==> src/rtl/imem_boot_pkg.sv <==
// Shared types and constants for the instruction-memory boot loader.
package imem_boot_pkg;

  localparam int unsigned BYTE_W         = 8;
  localparam int unsigned HDR_BYTES      = 2;
  localparam int unsigned BYTES_PER_WORD = 4;
  localparam int unsigned CNT_W          = HDR_BYTES * BYTE_W;
  localparam int unsigned WORD_W         = BYTES_PER_WORD * BYTE_W;
  localparam int unsigned BYTE_CNT_W     = $clog2(BYTES_PER_WORD);

  localparam int unsigned       DEF_MAX_WORDS = 1024;
  localparam logic [WORD_W-1:0] DEF_BASE_ADDR = 32'h0000_0000;

  typedef enum logic [2:0] {
    IDLE, LEN_HI, LEN_LO, DATA, WRITE, CKSUM, DONE, ERR
  } boot_state_e;

  // Instruction memory write payload.
  typedef struct packed {
    logic [WORD_W-1:0] addr;
    logic [WORD_W-1:0] instr;
  } imem_wr_t;

endpackage

==> src/rtl/imem_word_packer.sv <==
// Packs stream bytes MSB-first into a 32-bit word; flags the byte that completes it.
module imem_word_packer
  import imem_boot_pkg::*;
(
  input  logic              clk,
  input  logic              reset,
  input  logic              clear,
  input  logic              shift,
  input  logic [BYTE_W-1:0] byte_in,
  output logic [WORD_W-1:0] word,
  output logic              word_full_c
);

  logic [BYTE_CNT_W-1:0] byte_cnt;

  always_ff @(posedge clk or posedge reset) begin
    if (reset) begin
      word     <= '0;
      byte_cnt <= '0;
    end else if (clear) begin
      word     <= '0;
      byte_cnt <= '0;
    end else if (shift) begin
      word     <= {word[WORD_W-BYTE_W-1:0], byte_in};
      byte_cnt <= byte_cnt + BYTE_CNT_W'(1);
    end
  end

  // High on the shift that delivers the last byte of a word.
  assign word_full_c = shift && (byte_cnt == BYTE_CNT_W'(BYTES_PER_WORD - 1));

endmodule

==> src/rtl/imem_boot_loader.sv <==
// Loads instruction memory from a length-prefixed byte stream, then releases the core.
// Optional trailing XOR checksum byte when IMEM_BOOT_CKSUM_EN is defined.
module imem_boot_loader
  import imem_boot_pkg::*;
#(
  parameter int unsigned       MAX_WORDS = DEF_MAX_WORDS,
  parameter logic [WORD_W-1:0] BASE_ADDR = DEF_BASE_ADDR
) (
  input  logic              clk,
  input  logic              reset,
  input  logic              start_i,
  input  logic              byte_valid_i,
  input  logic [BYTE_W-1:0] byte_data_i,
  output logic              byte_ready_o,
  output logic              wr_en_imem_o,
  output logic [WORD_W-1:0] wr_addr_imem_o,
  output logic [WORD_W-1:0] wr_instr_imem_o,
  output logic              cpu_reset_o,
  output logic              busy_o,
  output logic              done_o,
  output logic              err_o,
  output logic [CNT_W-1:0]  words_loaded_o
);

`ifdef IMEM_BOOT_CKSUM_EN
  localparam boot_state_e LOAD_END = CKSUM;
`else
  localparam boot_state_e LOAD_END = DONE;
`endif

  boot_state_e       state, state_n;
  logic [CNT_W-1:0]  count, count_n, index_n, hdr_count;
  imem_wr_t          wr_q, wr_n;
  logic              wr_en_n, busy_n, done_n, err_n, cpu_reset_n;
  logic              byte_acc, start_go, pk_shift, pk_full_c;
  logic [WORD_W-1:0] pk_word, pk_word_next;

  always_comb begin
    byte_ready_o = 1'b0;
    case (state)
      LEN_HI, LEN_LO, DATA: byte_ready_o = 1'b1;
`ifdef IMEM_BOOT_CKSUM_EN
      CKSUM:                byte_ready_o = 1'b1;
`endif
      default:              byte_ready_o = 1'b0;
    endcase
  end

  assign byte_acc     = byte_valid_i && byte_ready_o;
  assign start_go     = start_i && (state inside {IDLE, DONE, ERR});
  assign pk_shift     = byte_acc && (state == DATA);
  assign hdr_count    = {count[CNT_W-1:BYTE_W], byte_data_i};
  assign pk_word_next = (pk_word << BYTE_W) | WORD_W'(byte_data_i);

  imem_word_packer u_packer (
    .clk         (clk),
    .reset       (reset),
    .clear       (start_go),
    .shift       (pk_shift),
    .byte_in     (byte_data_i),
    .word        (pk_word),
    .word_full_c (pk_full_c)
  );

`ifdef IMEM_BOOT_CKSUM_EN
  logic [BYTE_W-1:0] cksum;

  // Running XOR over data bytes only.
  always_ff @(posedge clk or posedge reset) begin
    if (reset)         cksum <= '0;
    else if (start_go) cksum <= '0;
    else if (pk_shift) cksum <= cksum ^ byte_data_i;
  end
`endif

  // Next state and next values of every registered output.
  always_comb begin
    state_n = state;
    count_n = count;
    index_n = words_loaded_o;
    wr_n    = wr_q;
    wr_en_n = 1'b0;
    case (state)
      IDLE, DONE, ERR: begin
        if (start_go) begin
          state_n = LEN_HI;
          count_n = '0;
          index_n = '0;
        end
      end
      LEN_HI: begin
        if (byte_acc) begin
          count_n = {byte_data_i, BYTE_W'(0)};
          state_n = LEN_LO;
        end
      end
      LEN_LO: begin
        if (byte_acc) begin
          count_n = hdr_count;
          if (hdr_count == '0)                 state_n = LOAD_END;
          else if (32'(hdr_count) > MAX_WORDS) state_n = ERR;
          else                                 state_n = DATA;
        end
      end
      DATA: begin
        if (pk_full_c) begin
          state_n    = WRITE;
          wr_en_n    = 1'b1;
          wr_n.addr  = BASE_ADDR + (WORD_W'(words_loaded_o) << 2);
          wr_n.instr = pk_word_next;
        end
      end
      WRITE: begin
        index_n = words_loaded_o + CNT_W'(1);
        state_n = (index_n == count) ? LOAD_END : DATA;
      end
`ifdef IMEM_BOOT_CKSUM_EN
      CKSUM: begin
        if (byte_acc) state_n = (byte_data_i == cksum) ? DONE : ERR;
      end
`endif
      default: state_n = IDLE;
    endcase
    busy_n      = state_n inside {LEN_HI, LEN_LO, DATA, WRITE, CKSUM};
    done_n      = (state_n == DONE);
    err_n       = (state_n == ERR);
    // Core leaves reset only after a full cycle spent in DONE.
    cpu_reset_n = !((state == DONE) && (state_n == DONE));
  end

  always_ff @(posedge clk or posedge reset) begin
    if (reset) begin
      state          <= IDLE;
      count          <= '0;
      words_loaded_o <= '0;
      wr_q           <= '0;
      wr_en_imem_o   <= 1'b0;
      busy_o         <= 1'b0;
      done_o         <= 1'b0;
      err_o          <= 1'b0;
      cpu_reset_o    <= 1'b1;
    end else begin
      state          <= state_n;
      count          <= count_n;
      words_loaded_o <= index_n;
      wr_q           <= wr_n;
      wr_en_imem_o   <= wr_en_n;
      busy_o         <= busy_n;
      done_o         <= done_n;
      err_o          <= err_n;
      cpu_reset_o    <= cpu_reset_n;
    end
  end

  assign wr_addr_imem_o  = wr_q.addr;
  assign wr_instr_imem_o = wr_q.instr;

endmodule

==> config.mk <==
export PLATFORM = sky130hd
export DESIGN_NAME = imem_boot_loader
export DESIGN_NICKNAME = d
export VERILOG_FILES = /design/src/rtl/imem_boot_pkg.sv /design/src/rtl/imem_word_packer.sv /design/src/rtl/imem_boot_loader.sv
export SDC_FILE = /design/constraint.sdc
export NUM_CORES = 1
export LEC_CHECK = 0
export CAP_MARGIN = 20
export CORE_MARGIN = 4
export CORE_UTILIZATION = 54
export DETAILED_ROUTE_END_ITERATION = 8
export GPL_TIMING_DRIVEN = 0
export PLACE_DENSITY = 0.89
export SLEW_MARGIN = 20
export SYNTH_ARGS = -nofsm -noshare
export SYNTH_HDL_FRONTEND = slang
export SYNTH_HIERARCHICAL = 1
export SYNTH_SLANG_ARGS = --single-unit
==> constraint.sdc <==
create_clock -name clk -period 4.05 [get_ports clk]
set_input_delay 0.81 -clock clk [delete_from_list [all_inputs] [get_ports clk]]
set_output_delay 0.81 -clock clk [all_outputs]
set_load 0.01 [all_outputs]
==> run summary <==
status: finished, final reports clean
gr busiest metal: met2
share of cells above drive strength 1: 10.1%
Worst setup EP type: flop
Avg Vias per Cell: 5.58
DRT iter0 DRCs: 377
post-route cell area: 7170 sq um
mapped cell area: 5520 sq um
Root Buffer: clkbuf_8
drt first pass iters: 8
R2R cell count: 13
Post-DP HPWL: 9.99 mm
Reg2Reg Setup Slack: 660 ps
post-route ant nets: 0
Num CTS Buffers: 17
met1 GRT Util: 33.6%
first-pass GRT wire length: 23.8 mm
gr ovfl total: 0
DP Area: 6580 sq um
Worst-Margin Slew: 941 ps
fin worst setup slack: 499 ps
Hold Path End: wr_instr_imem_o[0]
most common cell after layout, fill and taps aside: nand2_1
Die X: 109 um
hold path start: wr_instr_imem_o[0]
initial antenna violation count: 0
# IOs: 98
H-tree depth: 4
placeable core area: 9860 sq um
MaxCap Viol Count: 0
WP buf/inv: 6
setup bufs post-CTS: 0
worst reg2reg startpoint: state[1]
worst path required time: 4520 ps
via count of the first global-routing pass: 4895
startpoint types: primary input
area grow syn2layout: 29.9%
Cell Pwr Density: 753 nW/um^2
initial core utilization: 55.9%
CP Max Fanout: 10
DR vias: 4880
met2 Usage GRT: 40.9%
critical path class: primary input to flop
most frequent cells in the layout: 165 x nand2_1, 113 x dfrtp_1, 81 x clkdlybuf4s50_1
CP max stage cell: clkdlybuf4s50_1
max-slew violations: 0
critical-path cell list: clkdlybuf4s50_1, nor2b_1, and3_1, buf_6, buf_12, and2_1, nor2b_1, nand3_1, inv_1, clkbuf_1, buf_1, nand2_1, nand2_1
PortBufs: 81
Post-route DRC: 0
Hold Crit Depth: 2
Die Area: 11900 sq um
Die Ht: 109 um
total power: 5.39 mW
Place WS: 55.3 ps
number of nets in the layout: 742
clock slew at reported path FFs: 50 ps
hold_buf cts: 0
Yosys warnings: 6
CTS tree: done
Leak: 3.43 nW
final setup vio count: 0
Final Hold Fails: 0
GR Layer Usage met3: 6.51%
VDD IR-drop max: 0.485 mV
Arr. time, crit path: 4020 ps
worst slew margin relative to its limit: 37.2%
post-CTS sizing: 0
antenna cells: 0
clk_lat worst skew: 530 ps
WL final: 14.3 mm
Top Family by Delay on Critical Path: buffers and inverters
final period utilization: 87.7%
Hold WC Path Type: flop to flop
gpl congestion: 0.919
GRT Resource Usage Total: 26.2%
DR WL/cell: 16.4 um
CTS sink cnt: 114
f_max: 0.282 GHz
Final min period: 3550 ps
cell count after synthesis: 611
max incr delay on CP: 590 ps
largest net degree at the start of global routing: 62
RSZ-0062 raised after global routing: false
clock buffer depth: 2
Reg-to-Reg End: wr_addr_imem_o[8]
clock skew: 8.43 ps
row cnt: 36
Avg Cell Area, Syn: 9.03 sq um
## state kept, by name, summed over array words and instances, names as in the netlist
signal,flops
cpu_reset_o,1
done_o,1
u_packer/byte_cnt,2
count,16
words_loaded_o,16
u_packer/word,24
wr_addr_imem_o,16
busy_o,1
state,3
wr_instr_imem_o,32
wr_en_imem_o,1
err_o,1
## how the worst max path moves through the flow
stage	startpoint	end	slack, ps	cells past startpoint
global route	byte_valid_i	wr_addr_imem_o[8]	360	13
finish	byte_valid_i	wr_addr_imem_o[8]	500	13
CTS	byte_valid_i	wr_addr_imem_o[8]	570	13
detailed placement	byte_valid_i	wr_addr_imem_o[8]	60	13
global placement	reset	wr_addr_imem_o[16]	-260	2
floorplan	reset	busy_o	960	1
## layout make-up
type                       instances  area [sq um]
buffer                            54           339
fill                             663          2700
inverter                          28           108
multi-input combinational        430          2270
clock inverter                     9           105
tap                              133           166
timing repair buffer              83           853
clock buffer                      23           467
sequential                       114          2850
## power breakdown
group,internal [mW],switching (mW)
Combinational,0.982,1.07
Sequential,1.56,0.344
Clock,0.920,0.508
## per-layer routing
layer / vias to the layer above / routed length (um)
met5: - / 0
met4: 0 / 520
met3: 58 / 1160
met2: 257 / 6880
met1: 2336 / 5770
li1: 2229 / -
## stage by stage
stage	hold WS (ps)	TNS (ps)	util (%)	instances
CTS	476	0	72.5	873
global placement	458	-21570	66.4	840
detailed placement	461	0	66.7	841
finish	473	0	72.6	874
global route	491	0	72.6	874
floorplan	438	0	-	626
## worst register-to-register path: stages (launching register included)
cell and delay (ps):
dfrtp_1 310, clkbuf_1 260, clkbuf_1 340, and3_1 240, buf_6 150, buf_12 150, and2_1 150, nor2b_1 160
nand3_1 280, inv_1 170, clkbuf_1 410, buf_1 470, nand2_1 150, nand2_1 80
(Power assumes the default switching activity.)
